File: src/rtl/int_bit_manip_ctrl.sv
// Command sequencer for the 64-bit bit-manipulation datapath: expands range commands into per-bit operations.
// Optional statistics counters are compiled in with the INT_BIT_MANIP_CTRL_STATS_EN macro.
module int_bit_manip_ctrl #(
  parameter int BM_LAT = 1
) (
  input  logic        clk,
  input  logic        rst,
  input  logic        cmd_valid,
  output logic        cmd_ready,
  input  logic [2:0]  cmd_op,
  input  logic [63:0] cmd_opa,
  input  logic [5:0]  cmd_lo,
  input  logic [5:0]  cmd_hi,
  output logic        res_valid,
  input  logic        res_ready,
  output logic [63:0] res_data,
  output logic        res_err,
  output logic        bm_issue,
  output logic [2:0]  bm_operation,
  output logic [63:0] bm_opa,
  output logic [63:0] bm_opb,
  input  logic [63:0] bm_out
`ifdef INT_BIT_MANIP_CTRL_STATS_EN
  ,
  output logic [31:0] stat_cmds,
  output logic [31:0] stat_busy
`endif
);

  localparam logic [1:0] IDLE  = 2'd0;
  localparam logic [1:0] ISSUE = 2'd1;
  localparam logic [1:0] WAIT  = 2'd2;
  localparam logic [1:0] DONE  = 2'd3;

  localparam logic [2:0] OP_CLR  = 3'b000;
  localparam logic [2:0] OP_SET  = 3'b001;
  localparam logic [2:0] OP_CNT  = 3'b010;
  localparam logic [2:0] OP_PASS = 3'b011;

  localparam logic [2:0] LAST_WAIT = 3'(BM_LAT - 1);

  logic [1:0]  state_q, state_d;
  logic [63:0] w_q, w_d;
  logic [6:0]  c_q, c_d;
  logic [5:0]  i_q, i_d;
  logic [5:0]  hi_q, hi_d;
  logic [2:0]  op_q, op_d;
  logic [2:0]  wait_q, wait_d;
  logic [63:0] res_data_q, res_data_d;
  logic        res_err_q, res_err_d;
  logic        res_valid_q, res_valid_d;
  logic        bm_issue_q, bm_issue_d;
  logic [2:0]  bm_operation_q, bm_operation_d;
  logic        cmd_bad_s;

  assign cmd_ready    = (state_q == IDLE) && rst;
  assign res_valid    = res_valid_q;
  assign res_data     = res_data_q;
  assign res_err      = res_err_q;
  assign bm_issue     = bm_issue_q;
  assign bm_operation = bm_operation_q;
  assign bm_opa       = w_q;
  assign bm_opb       = {58'd0, i_q};

  // Illegal opcode, or a reversed range on one of the three range ops (PASS ignores lo/hi).
  assign cmd_bad_s = cmd_op[2] || ((cmd_op != OP_PASS) && (cmd_hi < cmd_lo));

  // Next-state, working-register and result computation.
  always_comb begin
    state_d    = state_q;
    w_d        = w_q;
    c_d        = c_q;
    i_d        = i_q;
    hi_d       = hi_q;
    op_d       = op_q;
    wait_d     = wait_q;
    res_data_d = res_data_q;
    res_err_d  = res_err_q;
    case (state_q)
      IDLE: begin
        if (cmd_valid) begin
          w_d    = cmd_opa;
          c_d    = 7'd0;
          hi_d   = cmd_hi;
          op_d   = cmd_op;
          wait_d = 3'd0;
          if (cmd_op == OP_PASS) begin
            i_d = 6'd0;
          end else begin
            i_d = cmd_lo;
          end
          if (cmd_bad_s) begin
            state_d    = DONE;
            res_data_d = 64'd0;
            res_err_d  = 1'b1;
          end else begin
            state_d    = ISSUE;
            res_data_d = 64'd0;
            res_err_d  = 1'b0;
          end
        end else begin
          state_d = IDLE;
        end
      end
      ISSUE: begin
        state_d = WAIT;
        wait_d  = 3'd0;
      end
      WAIT: begin
        if (wait_q == LAST_WAIT) begin
          wait_d = 3'd0;
          if (op_q == OP_CNT) begin
            c_d = c_q + {6'd0, bm_out[0]};
          end else begin
            w_d = bm_out;
          end
          // I stops at hi, so a range ending at 63 never wraps the index.
          if ((op_q == OP_PASS) || (i_q == hi_q)) begin
            state_d   = DONE;
            res_err_d = 1'b0;
            if (op_q == OP_CNT) begin
              res_data_d = {57'd0, c_d};
            end else begin
              res_data_d = bm_out;
            end
          end else begin
            i_d     = i_q + 6'd1;
            state_d = ISSUE;
          end
        end else begin
          wait_d = wait_q + 3'd1;
        end
      end
      DONE: begin
        if (res_ready) begin
          state_d = IDLE;
        end else begin
          state_d = DONE;
        end
      end
      default: begin
        state_d = IDLE;
      end
    endcase
  end

  // Output strobes are registered from the next state so they align with the state register.
  always_comb begin
    res_valid_d    = (state_d == DONE);
    bm_issue_d     = (state_d == ISSUE);
    if (state_d == ISSUE) begin
      bm_operation_d = op_d;
    end else begin
      bm_operation_d = OP_PASS;
    end
  end

  // State and output registers with synchronous active-low reset.
  always_ff @(posedge clk) begin
    if (!rst) begin
      state_q        <= IDLE;
      w_q            <= 64'd0;
      c_q            <= 7'd0;
      i_q            <= 6'd0;
      hi_q           <= 6'd0;
      op_q           <= 3'd0;
      wait_q         <= 3'd0;
      res_data_q     <= 64'd0;
      res_err_q      <= 1'b0;
      res_valid_q    <= 1'b0;
      bm_issue_q     <= 1'b0;
      bm_operation_q <= OP_PASS;
    end else begin
      state_q        <= state_d;
      w_q            <= w_d;
      c_q            <= c_d;
      i_q            <= i_d;
      hi_q           <= hi_d;
      op_q           <= op_d;
      wait_q         <= wait_d;
      res_data_q     <= res_data_d;
      res_err_q      <= res_err_d;
      res_valid_q    <= res_valid_d;
      bm_issue_q     <= bm_issue_d;
      bm_operation_q <= bm_operation_d;
    end
  end

`ifdef INT_BIT_MANIP_CTRL_STATS_EN
  logic [31:0] stat_cmds_q, stat_cmds_d;
  logic [31:0] stat_busy_q, stat_busy_d;

  assign stat_cmds = stat_cmds_q;
  assign stat_busy = stat_busy_q;

  // Completed result handshakes (errors included) and non-idle cycles, both wrapping.
  always_comb begin
    stat_cmds_d = stat_cmds_q;
    stat_busy_d = stat_busy_q;
    if (res_valid_q && res_ready) begin
      stat_cmds_d = stat_cmds_q + 32'd1;
    end else begin
      stat_cmds_d = stat_cmds_q;
    end
    if (state_q != IDLE) begin
      stat_busy_d = stat_busy_q + 32'd1;
    end else begin
      stat_busy_d = stat_busy_q;
    end
  end

  // Statistics registers.
  always_ff @(posedge clk) begin
    if (!rst) begin
      stat_cmds_q <= 32'd0;
      stat_busy_q <= 32'd0;
    end else begin
      stat_cmds_q <= stat_cmds_d;
      stat_busy_q <= stat_busy_d;
    end
  end
`endif

endmodule

File: config.mk
export PLATFORM = sky130hd
export DESIGN_NAME = int_bit_manip_ctrl
export DESIGN_NICKNAME = d
export VERILOG_FILES = /design/src/rtl/int_bit_manip_ctrl.sv
export SDC_FILE = /design/constraint.sdc
export NUM_CORES = 1
export LEC_CHECK = 0
export BUFFER_PORTS_ARGS = -buffer_cell sky130_fd_sc_hd__buf_4
export CORE_AREA = 2 2 135 137
export DETAILED_ROUTE_END_ITERATION = 16
export DIE_AREA = 0 0 137 139
export PLACE_DENSITY = 0.73
export RECOVER_POWER = 25
export SYNTH_ARGS = -nofsm -noshare
export SYNTH_HDL_FRONTEND = slang
export SYNTH_SLANG_ARGS = --single-unit
File: constraint.sdc
create_clock -name clk -period 4 [get_ports clk]
set_clock_uncertainty 0.05 [all_clocks]
set_input_delay 0.6 -clock clk [delete_from_list [all_inputs] [get_ports clk]]
set_output_delay 0.6 -clock clk [all_outputs]
set_load 0.005 [all_outputs]
==> metrics.txt <==
combined area of the multi-input logic cells=3527 um^2; Synth cell types=51; layout net count=1274; Setup Crit Path Kind=reg2reg; Detail Placement HPWL=15.80 mm; Die W=137 um; Post-Syn Area=~7400 um^2; io pins=~350; predominant post-synthesis flop cell=dfxtp_1; setup ws final=1.414 ns; Pwr Density=524.6 nW/um^2; hold path cells=3; largest net degree at the start of global routing=85; Die Ht=139 um; pre-CTS setup slack=1.303 ns; EDFF count, synth=0; leak pwr=4.319 nW; Critical Path Fanout Max=58; vias in the first global route=6508; Pins Over Slew Limit=0; Synth Register Bits=161; final-report hold violation count=0; CP required=4.27 ns; Core Region=17660 um^2; Critical Path AT=2.86 ns; Post-CTS Setup Bufs=0; TritonRoute pass-1 iters=5; register area share after synthesis=between 40% and 50%; Filler Cell Count=1675; Vias=around 7000; clk slew on worst S/H paths=~0.06 ns; Finish-stage setup viols=0; clock period minus worst slack=2.586 ns; worst skew pair latency=0.42 ns; CP endpoint kind=flip-flop; Total Wirelength=between 20 and 25 mm; HP Class=in2reg; post-synthesis async set-or-reset flop share=0%; fraction of layout cells with a size suffix above 1=about 28%; grt total ovfl=0; GRT Resource Usage Total=22.76%; routability congestion estimate=around 0.83; # rows=roughly 50; # resized after CTS=0; synth warn=0; Worst Max-Slew Pin Slew=between 1 and 1.5 ns; Area Overhead vs Synth=32.48%; first-pass GRT wire length=34.39 mm; Cell Area, Placed=9331 um^2; Max rail drop VDD=around 0.3 mV; CP Launch Type=flip-flop; clk buf depth=2; Final Cycle Share=between 60% and 70%; status=complete, no violations; H-tree Lvls=4; total CTS buffers=17; MaxCap Viol Count=0; clk sinks=~160; hold-fix buffers at CTS=0; antenna violations before repair=0; ANT nets after route=0; DR DRC count=0; Final Instance Area=roughly 10000 um^2; r2r worst-path depth=6; Cell Count Post-Placement=around 1300; vias per inst=5.137; RSZ-0062 raised after global routing=no; Fmax=0.3867 GHz; clock root cell=clkbuf_16; input/output buffers=287; Gate Count Post-Synth=876; Avg Inst Size Synth=8.444 um^2; CTS tree=yes; fin cells=1359; Slew headroom=31.65%; Register Area=3223 um^2; die footprint=19040 um^2; setup_tns=0 ns; drt first-iter violations=365; Routed WL per cell=16.45 um; Starting Density=41.89%; ant diodes=0
area by class of cell:
| cell class | instances | area share (%) |
|---|---|---|
| clock buffer | 24 | 5.018 |
| clock inverter | 8 | 0.7916 |
| inverter | 12 | 0.4597 |
| multi-input combinational | 627 | 35.99 |
| sequential | 161 | 32.89 |
| tap | 229 | 2.924 |
| timing repair buffer | 298 | 21.92 |
report_power, final:
group / internal (mW) / switching [mW]
sequential: 1.84 / 0.151
combinational: 0.643 / 0.938
clock: 0.924 / 0.644
through the flow:
step | total power, mW | util [%] | hold slack (ns)
2_1_floorplan | 3.062 | - | 0.3981
3_3_place_gp | 3.620 | 52.85 | 0.4034
3_5_place_dp | 3.650 | 52.85 | 0.4078
4_1_cts | 5.225 | 56.07 | 0.3858
5_1_grt | 5.458 | 55.50 | 0.3970
6_report | 5.140 | 55.50 | 0.4024
path summary, 6_finish.rpt:
check / startpoint / to / slack (ns)
setup / recovery: state_q[0]$_SDFF_PN0_ / res_data[34]$_SDFFE_PN0P_ / 1.41
hold / removal: cmd_opa[5] / bm_opa[5]$_SDFFE_PN0P_ / 0.40
setup reg to reg: state_q[0]$_SDFF_PN0_ / res_data[34]$_SDFFE_PN0P_ / 1.41
hold reg to reg: res_data[53]$_SDFFE_PN0P_ / res_data[53]$_SDFFE_PN0P_ / 0.41
placed cells by master (no fill, tap or decap), types with 5 or more instances in the layout:
cell / count
nand3_1: 75
nand2_1: 152
buf_4: 222
a21oi_1: 18
xnor2_1: 5
dfxtp_1: 161
clkbuf_16: 17
a22oi_1: 7
inv_1: 11
nor2_1: 94
xor2_1: 7
clkbuf_4: 48
ha_1: 10
a311oi_1: 56
conb_1: 58
clkbuf_1: 29
a311oi_2: 6
o31ai_1: 61
mux2i_1: 5
a31oi_1: 6
o21ai_0: 25
sequential cells by signal (all words and copies together), names as in the netlist:
signal	cells
bm_opa	64
bm_operation	3
res_err	1
res_valid	1
res_data	64
wait_q	3
hi_q	6
bm_issue	1
i_q	6
op_q	3
c_q	7
state_q	2
critical path, cell delays in order, from the launching register on:
cell and delay, ns:
dfxtp_1 0.55, or3b_1 0.41, nand2_1 0.40, a31oi_4 0.29, buf_4 0.48, nand3_1 0.16
o31ai_1 0.11
routing by layer:
layer / part of all wire (%) / vias to the layer above / global-route usage (%)
li1: - / 3478 / -
met1: 42 / 3182 / 28.64
met2: 47 / 279 / 37.03
met3: 8.0 / 42 / 5.446
met4: 2.8 / 0 / 9.550
met5: 0 / - / 0
cells by family after synthesis:
kind of cell | Yosys count | share of synthesized area (%)
compound gates | 197 | 20.48
fa+ha+maj | 10 | 1.691
other cells | 1 | 0.05070
mux | 5 | 0.6766
simple gates | 345 | 20.09
xor+xnor | 12 | 1.421
buf+inv | 145 | 12.01
flops | 161 | 43.57
synthesized netlist by cell type (2+ instances only):
| library cell | n | area share [%] |
|---|---|---|
| dfxtp_1 | 161 | 44 |
| nand2_1 | 153 | 7.8 |
| nor2_1 | 94 | 4.8 |
| nand3_1 | 75 | 5.1 |
| buf_4 | 61 | 6.2 |
| o31ai_1 | 61 | 6.2 |
| a311oi_1 | 56 | 6.6 |
| clkbuf_1 | 33 | 1.7 |
| o21ai_0 | 25 | 1.7 |
| buf_2 | 20 | 1.4 |
| a21oi_1 | 18 | 1.2 |
| buf_6 | 12 | 1.8 |
| inv_1 | 12 | 0.61 |
| ha_1 | 10 | 1.7 |
| a22oi_1 | 7 | 0.71 |
| a31oi_1 | 7 | 0.59 |
| buf_1 | 7 | 0.36 |
| xor2_1 | 7 | 0.83 |
| a311oi_2 | 6 | 1.2 |
| mux2i_1 | 5 | 0.68 |
| xnor2_1 | 5 | 0.59 |
| a211oi_1 | 4 | 0.41 |
| and3_1 | 3 | 0.25 |
| a2bb2oi_1 | 2 | 0.24 |
| nand4_1 | 2 | 0.17 |
| nor2b_1 | 2 | 0.17 |
| nor3b_2 | 2 | 0.34 |
| o41ai_1 | 2 | 0.24 |
| or3_1 | 2 | 0.17 |
Power figures use the tool's default switching activity.
